## config.mk

```make
export PLATFORM = sky130hd
export DESIGN_NAME = combat_ctrl
export DESIGN_NICKNAME = d
export VERILOG_FILES = /design/src/rtl/combat_ctrl.sv
export SDC_FILE = /design/constraint.sdc
export NUM_CORES = 1
export LEC_CHECK = 0
export ABC_AREA = 1
export CAP_MARGIN = 25
export CORE_MARGIN = 2
export CORE_UTILIZATION = 60
export CTS_CLUSTER_DIAMETER = 120
export DETAILED_ROUTE_END_ITERATION = 6
export DONT_BUFFER_PORTS = 1
export PLACE_DENSITY = 0.78
export SYNTH_ARGS = -nofsm -noshare
export SYNTH_HDL_FRONTEND = slang
export SYNTH_SLANG_ARGS = --single-unit
```

## constraint.sdc

```tcl
create_clock -name Clk -period 3.2 [get_ports Clk]
set_input_delay 0.64 -clock Clk [delete_from_list [all_inputs] [get_ports Clk]]
set_output_delay 0.64 -clock Clk [all_outputs]
set_load 0.03 [all_outputs]
```

## src/rtl/combat_ctrl.sv

```systemverilog
// combat_ctrl: two-player round controller. It detects strike edges, queues one
// pending strike per player, services the strikes through a shared saturating
// subtractor with round-robin arbitration, and sequences the IDLE/FIGHT/KO round.
module combat_ctrl #(
  parameter int unsigned HP_INIT   = 250,
  parameter int unsigned HIT_DMG   = 10,
  parameter int unsigned BLOCK_DMG = 4,
  parameter int unsigned COOLDOWN  = 8
) (
  input  logic       Clk,
  input  logic       Reset,
  input  logic       start,
  input  logic       hit_p1,
  input  logic       block_p1,
  input  logic       hit_p2,
  input  logic       block_p2,
  output logic [7:0] health1,
  output logic [7:0] health2,
  output logic       dmg_ack1,
  output logic       dmg_ack2,
  output logic       ko,
  output logic [1:0] winner,
  output logic [1:0] state
);

  localparam int unsigned CW = (COOLDOWN < 1) ? 1 : $clog2(COOLDOWN + 1);
  localparam logic [7:0]    HP    = 8'(HP_INIT);
  localparam logic [7:0]    HIT   = 8'(HIT_DMG);
  localparam logic [7:0]    BLK   = 8'(BLOCK_DMG);
  localparam logic [CW-1:0] COOL  = CW'(COOLDOWN);
  localparam logic [CW-1:0] CD_ONE = CW'(1);

  typedef enum logic [1:0] {
    IDLE  = 2'b00,
    FIGHT = 2'b01,
    KO    = 2'b10
  } state_t;

  state_t        cur, nxt;
  logic          prev1, prev2;
  logic          pend1, pend2;
  logic          type1, type2;     // 1 = unblocked hit
  logic [CW-1:0] cd1, cd2;
  logic          ptr;              // 1 = P2 wins the next contended cycle
  logic [7:0]    h1, h2;
  logic          ack1, ack2, ko_q;
  logic [1:0]    win_q;

  logic          act1, act2, accept1, accept2, svc1, svc2;
  logic          ko_hit, start_fight;
  logic [7:0]    sub_h, sub_d, sub_res;

  // Strike detection, arbitration, shared subtractor and next-state logic
  always_comb begin
    act1        = hit_p1 | block_p1;
    act2        = hit_p2 | block_p2;
    // A strike is accepted on the edge where the cooldown expires (count of 1).
    accept1     = (cur == FIGHT) && act1 && !prev1 && !pend1 && (cd1 == '0 || cd1 == CD_ONE);
    accept2     = (cur == FIGHT) && act2 && !prev2 && !pend2 && (cd2 == '0 || cd2 == CD_ONE);
    svc1        = (cur == FIGHT) && pend1 && (!pend2 || !ptr);
    svc2        = (cur == FIGHT) && pend2 && !svc1;
    sub_h       = svc1 ? h1 : h2;
    sub_d       = svc1 ? (type1 ? HIT : BLK) : (type2 ? HIT : BLK);
    sub_res     = (sub_h < sub_d) ? '0 : sub_h - sub_d;
    ko_hit      = (svc1 || svc2) && (sub_res == '0);
    start_fight = start && (cur == IDLE || cur == KO);
    nxt = cur;
    case (cur)
      IDLE:    if (start)  nxt = FIGHT;
      FIGHT:   if (ko_hit) nxt = KO;
      KO:      if (start)  nxt = FIGHT;
      default: nxt = IDLE;
    endcase
  end

  // Round state register
  always_ff @(posedge Clk) begin
    if (!Reset) cur <= IDLE;
    else        cur <= nxt;
  end

  // Health, pending strikes, cooldowns, arbitration pointer and result flags
  always_ff @(posedge Clk) begin
    if (!Reset) begin
      prev1 <= 1'b0; prev2 <= 1'b0;
      pend1 <= 1'b0; pend2 <= 1'b0;
      type1 <= 1'b0; type2 <= 1'b0;
      cd1   <= '0;   cd2   <= '0;
      ptr   <= 1'b0;
      h1    <= HP;   h2    <= HP;
      ack1  <= 1'b0; ack2  <= 1'b0;
      ko_q  <= 1'b0; win_q <= '0;
    end else begin
      prev1 <= act1;
      prev2 <= act2;
      ack1  <= svc1;
      ack2  <= svc2;
      if (start_fight) begin
        h1    <= HP;   h2    <= HP;
        pend1 <= 1'b0; pend2 <= 1'b0;
        cd1   <= '0;   cd2   <= '0;
        ko_q  <= 1'b0; win_q <= '0;
      end else begin
        if (svc1)            cd1 <= COOL;
        else if (cd1 != '0)  cd1 <= cd1 - CD_ONE;
        if (svc2)            cd2 <= COOL;
        else if (cd2 != '0)  cd2 <= cd2 - CD_ONE;
        if (accept1) begin
          pend1 <= 1'b1;
          type1 <= hit_p1;
        end else if (svc1) begin
          pend1 <= 1'b0;
        end
        if (accept2) begin
          pend2 <= 1'b1;
          type2 <= hit_p2;
        end else if (svc2) begin
          pend2 <= 1'b0;
        end
        if (svc1) h1 <= sub_res;
        if (svc2) h2 <= sub_res;
        // The pointer only moves on contended cycles, so contention alternates.
        if (svc1 && pend2) ptr <= 1'b1;
        if (svc2 && pend1) ptr <= 1'b0;
        // A KO discards the opponent's pending strike, so a double KO cannot occur.
        if (ko_hit) begin
          pend1 <= 1'b0;
          pend2 <= 1'b0;
          ko_q  <= 1'b1;
          win_q <= svc1 ? 2'b10 : 2'b01;
        end
      end
    end
  end

  assign health1  = h1;
  assign health2  = h2;
  assign dmg_ack1 = ack1;
  assign dmg_ack2 = ack2;
  assign ko       = ko_q;
  assign winner   = win_q;
  assign state    = cur;

endmodule

```

==> results of run 1 <==
==> cells in the mapped netlist (2+ instances only) <==
cell      n  area, um^2
xnor2_1   3        26.3
nand2_2   8        50.1
dfxtp_1  38         761
nand3_1  11        55.1
nand4_1   2        12.5
xor2_1    2        17.5
nor2_1   31         116
nand2_1  44         165
a22oi_1   6        45.0
nor2_2    4        25.0
or2_2     2        12.5
nor2_4    3        33.8
o21ai_0  11        55.1
nand3_2   2        20.0
inv_1    46         173
nor4_1    2        12.5
nor3_1    2        10.0
ha_1      8         100
o22ai_1   3        18.8
a21oi_1  17        85.1
==> final cells by class <==
| cell class | instances | area, um^2 |
|---|---|---|
| Timing Repair Buffer | 4 | 30.0 |
| Multi-Input combinational cell | 173 | 995 |
| Clock buffer | 6 | 51.3 |
| Sequential cell | 38 | 762 |
| Tap cell | 44 | 55.1 |
| Inverter | 48 | 180 |
| Clock inverter | 2 | 12.5 |
| Fill cell | 281 | 967 |
==> stage by stage <==
stage	cell area [um^2]	util	hold WS [ps]	total power (W)	std cells
2_1_floorplan	1930	-	453	0.000906	260
3_3_place_gp	2010	0.660	467	0.000977	307
3_5_place_dp	2010	0.660	476	0.000985	307
4_1_cts	2080	0.681	397	0.00126	315
5_1_grt	2090	0.683	408	0.00134	315
6_report	2090	0.683	399	0.00126	315
==> power groups by stage <==
stage | Combinational (W) | Sequential (W) | Clock, W
2_1_floorplan | 0.000331 | 0.000574 | 0
3_3_place_gp | 0.000396 | 0.000580 | 0
3_5_place_dp | 0.000405 | 0.000580 | 0
4_1_cts | 0.000412 | 0.000571 | 0.000278
5_1_grt | 0.000467 | 0.000581 | 0.000291
6_report | 0.000415 | 0.000571 | 0.000273
==> flip-flops by register name, summed over array words and instances, names as in the netlist, 2 cells and up <==
signal,flops
state,2
cd1,4
health2,8
winner,2
cd2,4
health1,8
==> layer usage <==
metal	up-vias	routed length (um)	track usage
met1	741	1800	0.319
met5	-	0	0
li1	847	-	-
met2	63	1970	0.392
met3	9	364	0.0640
met4	0	80	0.118
==> worst paths after layout <==
kind	start	to	cells after the start
setup / recovery	pend2	winner[1]	19
hold / removal	block_p1	prev1	2
setup reg to reg	pend2	winner[1]	19
hold reg to reg	cd2[1]	cd2[1]	2
==> kinds of logic (layout without fill, tap and decap cells) <==
family | count (synthesis) | count (layout)
compound gates | 43 | 43
xor+xnor | 5 | 5
fa+ha+maj | 9 | 9
buf+inv | 49 | 60
flops | 38 | 38
simple gates | 116 | 116
==> metrics.cfg, run 1 <==
[floorplanning]
core-area_um2 = 3050
dieArea_um2 = 3690
die_h_um = 60.8
ios = 30
die_x_um = 60.8
rows = 20
start_util = 0.633

[worst_setup_path]
cp_max_fo = 9
path_buf_inv = 3
worstSetupPathType = flop to flop
cpLargestDelayFamily = simple AND/OR/NAND/NOR gates
cpMaxStageDelayCell = fa_1
cp-end-kind = flop
startpoint_type = flop
r2r_slack_ps = 270
cp_common_cell = nand2_1
cp_slowest_stage_delay_ps = 410
worstPathCellList = nand2_2 > nand3_4 > inv_1 > or2_2 > o21ai_2 > inv_1 > ha_1 > fa_1 > inv_1 > a21oi_1 > nand3_1 > nand2_1 > nand2_1 > nand3_2 > nor2_4 > nand2_2 > nand2_1 > nand2_1 > nor2_2
arrival_ps = 3230
critPathRequiredTime_ps = 3500

[cts]
postCtsSetupBuffers = 0
h-tree-depth = 2
cts_root_buf = clkbuf_4
cts_buffers = 5
cts_sinks = 38
cts_resized = 0
cts_hold_buf = 0
clk_latency_ps = 360
clkTransAtPathRegs_ps = 120
cts_tree = built
clockBufferDepth = 2

[routing]
vias = 1660
drc_errors = 0
drt-wirelength-per-cell_um = 13.4
drt-initial-drc-count = 77
via_per_inst = 5.27
ant_nets = 0
firstDrtPassIters = 4
finalWirelength_um = 4220

[sta]
max_slew.worst_pin.slew_ps = 536
fin_crit_sh = 0.915
grt_setup_unrepaired = no
finalCriticalPeriod_ps = 2930
hold_viol = 0
worst_slack_ps = 273
finalMaxSlewViolations = 0
clock_skew_ps = 12.2
fmaxAchievable_mhz = 342
max-slew-margin-rel = 0.641
fin_tns_setup_ps = 0
finalSetupViolations = 0

[place]
place_ws_ps = 80.6
gp_congestion = 0.962
dp_hpwl_um = 3230
io_buffers = 0

[run_status]
status = finished, final reports clean

[logic_synthesis]
yosysUniqueCellTypes = 35
synth_mux_area_frac = 0
synth_edf_count = 0
async_flop_share = 0
synth_ff_type = dfxtp_1
synth-seq-area-share = 0.394
synth_top_family_by_area = simple AND/OR/NAND/NOR gates
synth_xor_area_frac = 0.0227
synth_compound_area_frac = 0.129
synth_fa_ha_area_frac = 0.0621
synth-simple-area-share = 0.298
synth_area_um2 = 1930
synth.avg_cell_area_um2 = 7.44
ys_seq_elements = 38
yosysWarnings = 0
synth_cells = 260
synth_nets = 276

[cells_and_area]
final_common_cell = inv_1
diodes = 0
syn2layout_area_growth_pct = 7.90
layout_common_cells = 46 x inv_1, 44 x nand2_1, 37 x dfxtp_1
layout.nets = 286
drive_above_1_share = 0.140

[grt]
grt_max_degree = 13
grt_pass1_wl_um = 6540
antenna_found_initial = 0
track_usage = 0.249
grt_pass1_vias = 1452
grt_overflow = 0

[power]
p_leak_nw = 1.00
p_seq_frac = 0.454
clkPwrFrac = 0.217
swShare = 0.369
peakVddDrop_mv = 0.429
power_density_nw_per_um2 = 604
power.switching_w = 0.000464
pwr-share-comb = 0.329
p_int_w = 0.000795

[worst_hold_path]
hold_path.class = primary input to flop

[run]
maxCapViolCount = 0

No activity file was read; power rests on OpenSTA's default activity.
==> run 2, diff against run 1 <==
--- a/config.mk
+++ b/config.mk
@@ -9,7 +9,6 @@
 export CAP_MARGIN = 25
 export CORE_MARGIN = 2
 export CORE_UTILIZATION = 60
-export CTS_CLUSTER_DIAMETER = 120
 export DETAILED_ROUTE_END_ITERATION = 6
 export DONT_BUFFER_PORTS = 1
 export PLACE_DENSITY = 0.78
==> results of run 2 <==
Final layout, timing and power as in run 1 (identical DEF).
==> run 3, diff against run 2 <==
--- a/config.mk
+++ b/config.mk
@@ -8,10 +8,9 @@
 export ABC_AREA = 1
 export CAP_MARGIN = 25
 export CORE_MARGIN = 2
-export CORE_UTILIZATION = 60
+export CORE_UTILIZATION = 53
 export DETAILED_ROUTE_END_ITERATION = 6
-export DONT_BUFFER_PORTS = 1
-export PLACE_DENSITY = 0.78
+export PLACE_DENSITY = 0.81
 export SYNTH_ARGS = -nofsm -noshare
 export SYNTH_HDL_FRONTEND = slang
 export SYNTH_SLANG_ARGS = --single-unit
==> run 3 against run 2 <==
  * Worst setup slack worse by 30 ps
  * Clock-buffer cell count stayed put
  * Sequential share of layout area is 4.5 points lower
  * Sequential cell count stayed put
  * Final area is 14% higher
  * Global-route usage is 0.74 points lower
  * Largest cell class unchanged
  * Largest power group unchanged
  * Highest routed layer unchanged
==> metrics.cfg, run 3 (synthesis results as in run 1) <==
[run_status]
status = finished, final reports clean

[cells_and_area]
layout_common_cells = 46 x inv_1, 44 x nand2_1, 37 x dfxtp_1
fill_cells = 283
syn2layout_area_growth_pct = 23.0
fin_cells = 346
seqCellArea_um2 = 762
multiInputGateArea_um2 = 992
design_area_um2 = 2380
final_common_cell = inv_1
layout.nets = 317
drive_above_1_share = 0.123
diodes = 0

[worst_setup_path]
cp_common_cell = nand2_1
worst-path-stages = 20
worstSetupPathType = flop to flop
arrival_ps = 3210
cp_slowest_stage_delay_ps = 410
worstRegToRegCells = 20
reg2reg_to = winner[1]
cp-end-kind = flop
cpLargestDelayFamily = simple AND/OR/NAND/NOR gates
worstPathCellList = nand2_2 > nand3_4 > inv_1 > or2_2 > o21ai_2 > inv_1 > ha_1 > fa_1 > inv_1 > a21oi_1 > nand3_1 > nor2_1 > nand2_1 > nand2_1 > nor2_1 > nor2_2 > nand2_2 > nand2_1 > nand2_1 > nor2_2
startpoint_type = flop
r2r-start = pend2
cp_max_fo = 9
critPathRequiredTime_ps = 3450
r2r_slack_ps = 240
path_buf_inv = 3
cpMaxStageDelayCell = fa_1

[routing]
vias = 1753
finalWirelength_um = 4370
drt-wirelength-per-cell_um = 12.6
firstDrtPassIters = 4
drt-initial-drc-count = 85
ant_nets = 0
via_per_inst = 5.07
drc_errors = 0

[power]
finalPower_w = 0.00125
p_seq_frac = 0.456
peakVddDrop_mv = 0.333
p_int_w = 0.000801
power_density_nw_per_um2 = 525
swShare = 0.359
p_leak_nw = 1.13
power.switching_w = 0.000448
clkPwrFrac = 0.197
pwr-share-comb = 0.347

[sta]
finalSetupViolations = 0
hold_viol = 0
fin_crit_sh = 0.924
fin_tns_setup_ps = 0
max-slew-margin-rel = 0.708
finalCriticalPeriod_ps = 2960
max_slew.worst_pin.slew_ps = 435
fmaxAchievable_mhz = 338
finalMaxSlewViolations = 0
hold_slack_ps = 456
clock_skew_ps = 15.1

[floorplanning]
dieArea_um2 = 4150
die_x_um = 64.4
start_util = 0.566
rows = 21
ios = 30
core-area_um2 = 3420
die_h_um = 64.4

[cts]
clkTransAtPathRegs_ps = 100
h-tree-depth = 2
cts_hold_buf = 0
cts_resized = 0
cts_sinks = 38
clockBufferDepth = 2
clk_latency_ps = 350
cts_root_buf = clkbuf_4
cts_tree = built
cts_buffers = 5
postCtsSetupBuffers = 0

[grt]
grt_max_degree = 12
track_usage = 0.241
grt_pass1_wl_um = 7600
antenna_found_initial = 0
grt_overflow = 0
grt_pass1_vias = 1668

[run]
maxCapViolCount = 0

[place]
dp_hpwl_um = 3390
dp.cells = 340
io_buffers = 29
placed_cell_area_um2 = 2320
gp_congestion = 0.910

[worst_hold_path]
worstHoldEndpoint = ko
hold_start = ko
holdPathStages = 2
hold_path.class = flop to flop

[run 3: routing by layer]
metal	up-vias	global-route usage	wire, um	share of wire
li1	908	-	-	-
met1	773	0.313	2040	0.47
met2	61	0.382	1970	0.45
met3	11	0.0581	252	0.058
met4	0	0.106	110	0.025
met5	-	0	0	0
[run 3: worst max-delay path by stage]
| stage | from | endpoint | slack (ps) |
|---|---|---|---|
| after floorplan | state[0] | winner[1] | 130 |
| after global placement | pend2 | winner[1] | 170 |
| after detailed placement | pend2 | winner[1] | 100 |
| after CTS | pend2 | winner[1] | 80 |
| after global routing | pend2 | winner[0] | -2 |
| final | pend2 | winner[1] | 240 |
[run 3: cell type report]
| cell class | count | area share |
|---|---|---|
| Sequential cell | 38 | 0.320 |
| Multi-Input combinational cell | 173 | 0.417 |
| Clock buffer | 6 | 0.0216 |
| Timing Repair Buffer | 35 | 0.141 |
| Inverter | 48 | 0.0757 |
| Tap cell | 46 | 0.0242 |
[run 3: worst min-delay path: cells and delay by family, from the launching register on]
family,cells,cell delay [ps]
buf+inv,1,50
flops,1,320
compound gates,1,50
[run 3: power groups by stage]
stage	registers, W	clock network [W]	logic, W
after floorplan	0.000574	0	0.000331
after global placement	0.000577	0	0.000415
after detailed placement	0.000578	0	0.000431
after CTS	0.000567	0.000252	0.000433
after global routing	0.000576	0.000272	0.000501
final	0.000569	0.000246	0.000433
[run 3: stage by stage]
stage	setup slack, ps	util
CTS	76.6	0.695
detailed placement	97.8	0.680
floorplan	125	-
finish	243	0.696
global route	-1.82	0.696
global placement	169	0.680
